--- src/rtl/debayer_pkg.sv ---
// Shared types and constants for the debayer frame sequencer.
package debayer_pkg;
    typedef enum logic {IDLE = 1'b0, RUN = 1'b1} state_e;

    localparam logic [1:0] RGGB = 2'd0;
    localparam logic [1:0] GRBG = 2'd1;
    localparam logic [1:0] GBRG = 2'd2;
    localparam logic [1:0] BGGR = 2'd3;

    localparam logic [15:0] MIN_DIM = 16'd2;
endpackage

--- src/rtl/debayer_pos_cnt.sv ---
// x/y raster position counter; flags first pixel, end of line and end of frame.
module debayer_pos_cnt (
    input  logic        clk,
    input  logic        rst_n,
    input  logic        adv,
    input  logic        clr,
    input  logic [15:0] w,
    input  logic [15:0] h,
    output logic        x_lsb,
    output logic        y_lsb,
    output logic        sof,
    output logic        eol,
    output logic        eof
);
    logic [15:0] x_q, x_d, y_q, y_d;

    assign sof   = (x_q == 16'd0) && (y_q == 16'd0);
    assign eol   = (x_q == w - 16'd1);
    assign eof   = eol && (y_q == h - 16'd1);
    assign x_lsb = x_q[0];
    assign y_lsb = y_q[0];

    always_comb begin
        x_d = x_q;
        y_d = y_q;
        if (clr) begin
            x_d = '0;
            y_d = '0;
        end else if (adv) begin
            if (eof) begin
                x_d = '0;
                y_d = '0;
            end else if (eol) begin
                x_d = '0;
                y_d = y_q + 16'd1;
            end else begin
                x_d = x_q + 16'd1;
            end
        end
    end

    always_ff @(posedge clk or negedge rst_n) begin
        if (!rst_n) begin
            x_q <= '0;
            y_q <= '0;
        end else begin
            x_q <= x_d;
            y_q <= y_d;
        end
    end
endmodule

--- src/rtl/debayer_frame_ctrl.sv ---
// Frame sequencer ahead of the debayer datapath: gating, sideband tags, shadow config.
// Define DBR_TIMEOUT_EN to add the stall watchdog (TO_CYCLES) that aborts a hung frame.
module debayer_frame_ctrl #(
    parameter int DW        = 16,
    parameter int FRM_CW    = 16,
    parameter int TO_CYCLES = 1024
) (
    input  logic              clk,
    input  logic              rst_n,
    input  logic [15:0]       cfg_width,
    input  logic [15:0]       cfg_height,
    input  logic [1:0]        cfg_pattern,
    input  logic              cfg_oneshot,
    input  logic              start,
    input  logic              stop,
    input  logic              abort,
    input  logic              in_valid,
    input  logic [DW-1:0]     in_data,
    output logic              in_ready,
    output logic              out_valid,
    output logic [DW-1:0]     out_data,
    input  logic              out_ready,
    output logic              out_sof,
    output logic              out_eol,
    output logic              out_eof,
    output logic [1:0]        out_phase,
    output logic              busy,
    output logic              frame_done,
    output logic [FRM_CW-1:0] frame_count,
    output logic              cfg_err,
    output logic              timeout_err
);
    import debayer_pkg::*;

    state_e            state_q, state_d;
    logic              stop_pend_q, stop_pend_d;
    logic [15:0]       w_q, w_d, h_q, h_d;
    logic [1:0]        pat_q, pat_d;
    logic              one_q, one_d;
    logic              fd_q, fd_d;
    logic [FRM_CW-1:0] cnt_q, cnt_d;
    logic              cerr_q, cerr_d;

    logic run, xfer, cfg_ok, abort_now, to_fire;
    logic x_lsb, y_lsb, sof, eol, eof;

    assign run    = (state_q == RUN);
    assign xfer   = run && in_valid && out_ready;
    assign cfg_ok = (cfg_width >= MIN_DIM) && (cfg_height >= MIN_DIM);
    assign abort_now = abort || to_fire;

    debayer_pos_cnt u_pos (
        .clk   (clk),
        .rst_n (rst_n),
        .adv   (xfer),
        .clr   (abort_now),
        .w     (w_q),
        .h     (h_q),
        .x_lsb (x_lsb),
        .y_lsb (y_lsb),
        .sof   (sof),
        .eol   (eol),
        .eof   (eof)
    );

`ifdef DBR_TIMEOUT_EN
    localparam int STW = $clog2(TO_CYCLES + 1);
    logic [STW-1:0] stall_q, stall_d;
    logic           terr_q, terr_d;

    assign to_fire = run && (stall_q >= STW'(TO_CYCLES));
    assign stall_d = (run && !xfer && !abort_now) ? stall_q + STW'(1) : '0;
    assign terr_d  = terr_q || to_fire;
    assign timeout_err = terr_q;

    always_ff @(posedge clk or negedge rst_n) begin
        if (!rst_n) begin
            stall_q <= '0;
            terr_q  <= 1'b0;
        end else begin
            stall_q <= stall_d;
            terr_q  <= terr_d;
        end
    end
`else
    assign to_fire     = 1'b0;
    assign timeout_err = 1'b0;
`endif

    // Outputs are forced quiet outside RUN so IDLE presents all-zero.
    assign in_ready    = run && out_ready;
    assign out_valid   = run && in_valid;
    assign out_data    = run ? in_data : '0;
    assign out_sof     = run && sof;
    assign out_eol     = run && eol;
    assign out_eof     = run && eof;
    assign out_phase   = run ? ({y_lsb, x_lsb} ^ pat_q) : 2'b00;
    assign busy        = run;
    assign frame_done  = fd_q;
    assign frame_count = cnt_q;
    assign cfg_err     = cerr_q;

    always_comb begin
        state_d     = state_q;
        stop_pend_d = stop_pend_q;
        w_d         = w_q;
        h_d         = h_q;
        pat_d       = pat_q;
        one_d       = one_q;
        fd_d        = 1'b0;
        cnt_d       = cnt_q;
        cerr_d      = cerr_q;
        case (state_q)
            IDLE: begin
                if (start) begin
                    if (cfg_ok) begin
                        w_d     = cfg_width;
                        h_d     = cfg_height;
                        pat_d   = cfg_pattern;
                        one_d   = cfg_oneshot;
                        state_d = RUN;
                    end else begin
                        cerr_d = 1'b1;
                    end
                end
            end
            RUN: begin
                if (stop) stop_pend_d = 1'b1;
                if (xfer && eof) begin
                    fd_d  = 1'b1;
                    cnt_d = cnt_q + FRM_CW'(1);
                    if (stop_pend_q || one_q || stop) begin
                        state_d     = IDLE;
                        stop_pend_d = 1'b0;
                    end else if (cfg_ok) begin
                        w_d   = cfg_width;
                        h_d   = cfg_height;
                        pat_d = cfg_pattern;
                        one_d = cfg_oneshot;
                    end else begin
                        cerr_d      = 1'b1;
                        state_d     = IDLE;
                        stop_pend_d = 1'b0;
                    end
                end
            end
            default: state_d = IDLE;
        endcase
        // Abort discards the partial frame, including a coincident eof transfer.
        if (abort_now) begin
            state_d     = IDLE;
            stop_pend_d = 1'b0;
            fd_d        = 1'b0;
            cnt_d       = cnt_q;
            cerr_d      = cerr_q;
        end
    end

    always_ff @(posedge clk or negedge rst_n) begin
        if (!rst_n) begin
            state_q     <= IDLE;
            stop_pend_q <= 1'b0;
            w_q         <= '0;
            h_q         <= '0;
            pat_q       <= '0;
            one_q       <= 1'b0;
            fd_q        <= 1'b0;
            cnt_q       <= '0;
            cerr_q      <= 1'b0;
        end else begin
            state_q     <= state_d;
            stop_pend_q <= stop_pend_d;
            w_q         <= w_d;
            h_q         <= h_d;
            pat_q       <= pat_d;
            one_q       <= one_d;
            fd_q        <= fd_d;
            cnt_q       <= cnt_d;
            cerr_q      <= cerr_d;
        end
    end
endmodule
--- config.mk ---
export PLATFORM = sky130hd
export DESIGN_NAME = debayer_frame_ctrl
export DESIGN_NICKNAME = d
export VERILOG_FILES = /design/src/rtl/debayer_pkg.sv /design/src/rtl/debayer_pos_cnt.sv /design/src/rtl/debayer_frame_ctrl.sv
export SDC_FILE = /design/constraint.sdc
export NUM_CORES = 1
export LEC_CHECK = 0
export BUFFER_PORTS_ARGS = -buffer_cell sky130_fd_sc_hd__buf_4
export CORE_UTILIZATION = 30
export CTS_CLUSTER_DIAMETER = 30
export CTS_CLUSTER_SIZE = 16
export DETAILED_ROUTE_END_ITERATION = 12
export SLEW_MARGIN = 15
export SYNTH_ARGS = -nofsm -noshare
export SYNTH_HDL_FRONTEND = slang
export SYNTH_HIERARCHICAL = 1
export SYNTH_SLANG_ARGS = --single-unit
--- constraint.sdc ---
create_clock -name clk -period 4.6 [get_ports clk]
set_input_delay 0.46 -clock clk [delete_from_list [all_inputs] [get_ports clk]]
set_output_delay 0.46 -clock clk [all_outputs]
set_load 0.05 [all_outputs]
======== After elaboration in Yosys (flattened, before gate mapping) ========
Cells that the tools add are included.
operators by class
  $add $sub $neg .......................... 5
  magnitude comparators ................... 2
  equality and inequality tests ........... 5
  multiplexer cells ....................... 50
  bitwise gates (word level) .............. 3
  reduce and logical (&&, ||, !) cells .... 21
operator list
  operator               count
  $mux 16                17
  $pmux 16 s2            2
  $add 16x1->16 const B  3
  $eq 16x16->1           2
  $ge 16x2->1 const B    2
  $logic_not 16->1       2
  $sub 16x1->16 const B  2
  $mux 1                 22
  $logic_and 1x1->1      10
  $mux 2                 5
  $pmux 1 s2             3
  $reduce_and 3->1       2
  $ne 2x2->1 const B     2
  $pmux 2 s2             1
  $reduce_and 4->1       1
  $reduce_bool 2->1      2
  $reduce_bool 3->1      1
  $logic_or 1x1->1       2
  $ne 2x1->1 const B     1
  $not 1->1              2
  $reduce_and 2->1       1
  $xor 2x2->2            1
storage, ports and cells
  register bits ........................... 87
  output and inout port bits .............. 43
  word-level logic and storage cells ...... 97

======== Longest topological paths before layout ========
  word-level depth ........................ 7
  gate-level depth with buffers ........... 15
  depth with buffers taken out ............ 14

======== By module ========
The synthesis kept the hierarchy.
by module, submodules not included
  module              times used  cells an instance  area an instance (um2)  sequential area each (um2)
  debayer_pos_cnt     1           396                3118.0                  800.8
  debayer_frame_ctrl  1           188                2552.4                  1376.3

======== Worst setup path before layout ========
No wires, ideal clock.
  kind .................................... reg-to-reg
  from .................................... register h_q[0]
  to ...................................... register cnt_q[13] (netlist: frame_count[13])
  library setup time ...................... 0.141 ns
  data arrival time ....................... 3.226 ns
  slack ................................... 1.233 ns
  cell stages (with the launch flop) ...... 14
  clock period less this slack ............ 3.367 ns
  path through ............................ dfrtp_1 > inv_1 > ha_1 > or3b_1 > o21ba_1 > nor4_1 > nand3_1 > nor4b_2 > nand4_1 > inv_1 > nand4_1 > nor3_2 > nand4_1 > xnor2_1
between the ends
  longest elaborated chain between the ends .. 5
ends and longest elaborated chain
  what                               RTL line                   text
  start, declared                    debayer_frame_ctrl.sv:37   logic [15:0] w_q, w_d, h_q, h_d;
  start signal, assigned             debayer_frame_ctrl.sv:164  h_q <= '0;
  start signal, assigned             debayer_frame_ctrl.sv:174  h_q <= h_d;
  $sub 16x1->16                      debayer_pos_cnt.sv:19      assign eof = eol && (y_q == h - 16'd1);
  $eq 16x16->1                       debayer_pos_cnt.sv:19
  $logic_and 1x1->1                  debayer_pos_cnt.sv:19
  named net eof                      debayer_frame_ctrl.sv:45   logic x_lsb, y_lsb, sof, eol, eof;
  $logic_and 1x1->1                  debayer_frame_ctrl.sv:129  if (xfer && eof) begin
  $reduce_and 3->1 (no source line)  --
  end signal, assigned               debayer_frame_ctrl.sv:178  cnt_q <= cnt_d;
  end, declared                      debayer_frame_ctrl.sv:41   logic [FRM_CW-1:0] cnt_q, cnt_d;
The timed path passes the listed nets, and every way through them passes these cells.
A chain may end at the register's enable or synchronous reset.

======== Worst setup path in the final report ========
  from .................................... register h_q[0]
  to ...................................... register h_q[7]
between the ends
  longest elaborated chain between the ends .. 6
ends and longest elaborated chain
  what                               RTL line
  $sub 16x1->16                      debayer_pos_cnt.sv:19
  $eq 16x16->1                       debayer_pos_cnt.sv:19
  $logic_and 1x1->1                  debayer_pos_cnt.sv:19
  named net eof                      debayer_frame_ctrl.sv:45
  $logic_and 1x1->1                  debayer_frame_ctrl.sv:129
  $ne 2x1->1 (no source line)        --
  $reduce_and 3->1 (no source line)  --
The timed path passes the listed nets, and every way through them passes these cells.

==> metrics.txt <==
# TYPE chip_impl_metric gauge
chip_impl_info{name="cells_taking_the_most_area_after_synthesis",value="sky130_fd_sc_hd__dfrtp_1 (38%), sky130_fd_sc_hd__mux2_4 (7.9%), sky130_fd_sc_hd__xnor2_1 (5.6%)"} 1
chip_impl_metric{name="report.power.total",unit="µW"} 2070
chip_impl_metric{name="synth.ff_latch_count",unit=""} 87
chip_impl_metric{name="cp_max_fo",unit=""} 19
chip_impl_metric{name="synth_enable_flop_cells",unit=""} 0
chip_impl_metric{name="die_w",unit="µm"} 139
chip_impl_metric{name="grt_antenna_before_repair",unit=""} 0
chip_impl_metric{name="yosysWarningCount",unit=""} 6
chip_impl_metric{name="synthesis.area",unit="µm²"} 5670
chip_impl_metric{name="vias",unit=""} 4765
chip_impl_info{name="clock_tree.root_cell",value="sky130_fd_sc_hd__clkbuf_16"} 1
chip_impl_metric{name="synth_compound_gate_area_share",unit="%"} 10.8
chip_impl_metric{name="seqCellArea",unit="µm²"} 2180
chip_impl_metric{name="place.detailed.hpwl",unit="mm"} 10.8
chip_impl_info{name="synth_commonest_cells",value="sky130_fd_sc_hd__dfrtp_1 (87), sky130_fd_sc_hd__nand2_1 (42), sky130_fd_sc_hd__nor2_1 (41)"} 1
chip_impl_metric{name="grt_pass1_vias",unit=""} 4658
chip_impl_metric{name="routabilityCongestion",unit=""} 0.901
chip_impl_metric{name="fin_skew",unit="ps"} 6.56
chip_impl_metric{name="grt_usage",unit="%"} 15.2
chip_impl_metric{name="postSynth.asyncResetShare",unit="%"} 100
chip_impl_info{name="cp-end-kind",value="register"} 1
chip_impl_metric{name="maxCapViolCount",unit=""} 0
chip_impl_metric{name="report.final.hold_viol_count",unit=""} 0
chip_impl_metric{name="dieArea",unit="µm²"} 19500
chip_impl_metric{name="drt_drc_violations_left",unit=""} 0
chip_impl_metric{name="ys_seq_area_share",unit="%"} 38.4
chip_impl_metric{name="area_growth",unit="%"} 21.3
chip_impl_metric{name="drt_iter0_drc",unit=""} 286
chip_impl_metric{name="layout-drive-gt1-share",unit="%"} 26.4
chip_impl_metric{name="data_arrival_time_of_the_critical_path",unit="ps"} 4300
chip_impl_metric{name="placedCellCount",unit=""} 890
chip_impl_metric{name="ctsLongestPathBuffers",unit=""} 2
chip_impl_metric{name="wl_per_cell",unit="µm"} 15.8
chip_impl_info{name="grt_setup_unrepaired",value="no"} 1
chip_impl_metric{name="syn_avg_cell_area",unit="µm²"} 9.71
chip_impl_metric{name="synth_xor_area_share",unit="%"} 10.0
chip_impl_metric{name="io_buffers",unit=""} 99
chip_impl_info{name="crit_type",value="register to register"} 1
chip_impl_metric{name="finalSetupViolCount",unit=""} 0
chip_impl_metric{name="ctsHtreeMaxLevel",unit=""} 3
chip_impl_metric{name="synth_fa_ha_area_share",unit="%"} 1.54
chip_impl_metric{name="power_leakage",unit="µW"} 0.00298
chip_impl_metric{name="max_freq",unit="MHz"} 246
chip_impl_info{name="critical_path.startpoint_type",value="register"} 1
chip_impl_info{name="cts_tree",value="yes"} 1
chip_impl_info{name="synth_top_flop_cell",value="sky130_fd_sc_hd__dfrtp_1"} 1
chip_impl_metric{name="power.density",unit="nW/µm²"} 301
chip_impl_metric{name="cts_hold_repair.buffers",unit=""} 0
chip_impl_metric{name="fin_crit",unit="ps"} 4070
chip_impl_metric{name="pin_count_of_the_biggest_net_entering_global_routing",unit=""} 55
chip_impl_metric{name="layout_worst_path_cycle_share",unit="%"} 88.5
chip_impl_metric{name="cts_post_setup_buffers_inserted",unit=""} 0
chip_impl_metric{name="timing_worst_slew_pin_value",unit="ps"} 872
chip_impl_metric{name="multi_input_comb_area",unit="µm²"} 3290
chip_impl_metric{name="grt_first_pass_wirelength",unit="mm"} 23.9
chip_impl_metric{name="dieHeight",unit="µm"} 139
chip_impl_metric{name="final-max-slew-violation-count",unit=""} 0
chip_impl_metric{name="yosys.cell_types.count",unit=""} 74
chip_impl_metric{name="post_synth_inst_count",unit=""} 584
chip_impl_metric{name="drt_pre_antenna_iters",unit=""} 5
chip_impl_metric{name="drt.antenna.violating_nets",unit=""} 0
chip_impl_metric{name="globalRoute.totalOverflow",unit=""} 0
chip_impl_metric{name="io_pins",unit=""} 101
chip_impl_metric{name="floorplan.initialDensity",unit="%"} 31.0
chip_impl_info{name="result_of_the_run",value="finished clean"} 1
chip_impl_info{name="hp_class",value="input port to async pin"} 1
chip_impl_metric{name="timing.critical_path.required",unit="ps"} 4830
chip_impl_metric{name="finish.utilization",unit="%"} 37.7
chip_impl_metric{name="synth_simple_gate_area_share",unit="%"} 25.4
chip_impl_metric{name="fillerInstances",unit=""} 1822
chip_impl_metric{name="tritoncts.num_buffers",unit=""} 9
chip_impl_metric{name="layout.cells.non_filler",unit=""} 906
chip_impl_metric{name="n_antenna_cell",unit=""} 0
chip_impl_info{name="largest_family_of_logic_cells_by_synthesized_area",value="simple AND/OR/NAND/NOR gates"} 1
chip_impl_metric{name="yosysTopAreaCellShare",unit="%"} 38.4
chip_impl_metric{name="worst_ir_drop_vdd",unit="µV"} 143
chip_impl_metric{name="routed_via_density",unit=""} 5.26
chip_impl_info{name="synthMostInstantiatedCell",value="sky130_fd_sc_hd__dfrtp_1"} 1
chip_impl_metric{name="cts.repair.resized",unit=""} 0
chip_impl_metric{name="totalNegativeSetupSlack",unit="ps"} 0
chip_impl_metric{name="num_rows",unit=""} 49
chip_impl_metric{name="core_region_area",unit="µm²"} 18300
chip_impl_metric{name="clock_pin_slew_reported_for_the_worst_setup_and_hold_paths_after_clock_tree_synthesis",unit="ps"} 70
chip_impl_info{name="synth_area_leader_cell",value="sky130_fd_sc_hd__dfrtp_1"} 1
chip_impl_metric{name="worst_slew_margin_relative_to_its_limit",unit="%"} 41.8
chip_impl_metric{name="postSynthNetCount",unit=""} 649
chip_impl_metric{name="final_nets",unit=""} 737
chip_impl_metric{name="drt-total-wl",unit="mm"} 14.3
chip_impl_metric{name="synth_mux_area_share",unit="%"} 10.1
chip_impl_metric{name="tritoncts_num_sinks",unit=""} 87
chip_impl_metric{name="worstSkewPairLatency",unit="ps"} 340
[cells by family after synthesis]
family	count (synthesis)
and+or+nand+nor	257
other	1
buffers and inverters	45
AOI/OAI and AO/OA	81
DFF	87
muxes	41
xor gates and xnor gates	65
adders and majority gates	7
[worst max-delay path, stage by stage, from the launching register on]
cell                       delay (ps)
sky130_fd_sc_hd__dfrtp_1          450
sky130_fd_sc_hd__inv_1             90
sky130_fd_sc_hd__ha_1             210
sky130_fd_sc_hd__nor4b_2          530
sky130_fd_sc_hd__nand4_1          220
sky130_fd_sc_hd__a211oi_1         220
sky130_fd_sc_hd__nor4_1            80
sky130_fd_sc_hd__a21oi_1          390
sky130_fd_sc_hd__nand4_1          310
sky130_fd_sc_hd__inv_1            220
sky130_fd_sc_hd__a32o_2           230
sky130_fd_sc_hd__nand3_4          280
sky130_fd_sc_hd__buf_4            360
sky130_fd_sc_hd__mux2_4           330
[worst paths after layout]
check	from	end	slack (ps)	cells after the start
worst max-delay path	h_q[0]	h_q[7]	530	13
worst min-delay path	rst_n	h_q[9]	60	1
worst max register to register	h_q[0]	h_q[7]	530	13
worst min register to register	frame_count[15]	frame_count[15]	470	1
max in group asynchronous	rst_n	w_q[2]	3490	2
min in group clk	cfg_height[0]	h_q[0]	350	2
[cell usage in the layout, fill, tap and decap left out, types with 8 or more instances in the layout]
master                      count
sky130_fd_sc_hd__a31oi_1        9
sky130_fd_sc_hd__nand3_1       29
sky130_fd_sc_hd__buf_4        103
sky130_fd_sc_hd__mux2_4        30
sky130_fd_sc_hd__nor2_1        41
sky130_fd_sc_hd__nor4_1        18
sky130_fd_sc_hd__and3_1         9
sky130_fd_sc_hd__mux2_2         8
sky130_fd_sc_hd__clkbuf_16      9
sky130_fd_sc_hd__and2_1        22
sky130_fd_sc_hd__or3_1          9
sky130_fd_sc_hd__nand2_1       42
sky130_fd_sc_hd__inv_1         17
sky130_fd_sc_hd__a21oi_1       10
sky130_fd_sc_hd__xor2_1        29
sky130_fd_sc_hd__nor3_1        17
sky130_fd_sc_hd__nand4_1       20
sky130_fd_sc_hd__o21ai_0        9
sky130_fd_sc_hd__dfrtp_1       87
sky130_fd_sc_hd__xnor2_1       36
sky130_fd_sc_hd__nor2b_1       11
[stage by stage]
step | worst slack (ps) | cell area [µm²] | hold slack [ps]
CTS | 547 | 6880 | 72.1
floorplan | 1230 | 5670 | 164
global route | 241 | 6880 | 91.7
global placement | 579 | 6600 | 437
detailed placement | 568 | 6600 | 442
finish | 530 | 6880 | 57.5
[registers in the layout (all words and copies together) (netlist names)]
signal	flops
frame_count	16
h_q	16
u_pos/x_q	16
u_pos/y_q	16
w_q	16
pat_q	2
busy	1
cfg_err	1
frame_done	1
one_q	1
stop_pend_q	1
[report_power, final]
group          switching [µW]  internal [µW]  total [µW]
clock network             314            382         696
logic                     229            227         456
registers                99.8            820         919
total                     643           1430        2070
[area by class of cell]
| type | count | area share (%) |
|---|---|---|
| well taps | 229 | 4.17 |
| flip-flops and latches | 87 | 31.6 |
| clock buffers | 10 | 3.47 |
| repair buffers | 103 | 11.2 |
| inverters | 19 | 1.05 |
| multi-input cells | 452 | 47.8 |
| clock inverters | 6 | 0.655 |
[routing by layer]
metal,part of all wire [%],vias up,global-route usage (%)
met5,0,-,0
met4,1.8,0,5.44
met3,5.0,22,2.31
met2,46,151,24.1
met1,47,2306,20.9
li1,-,2286,-
(Power assumes the default switching activity.)
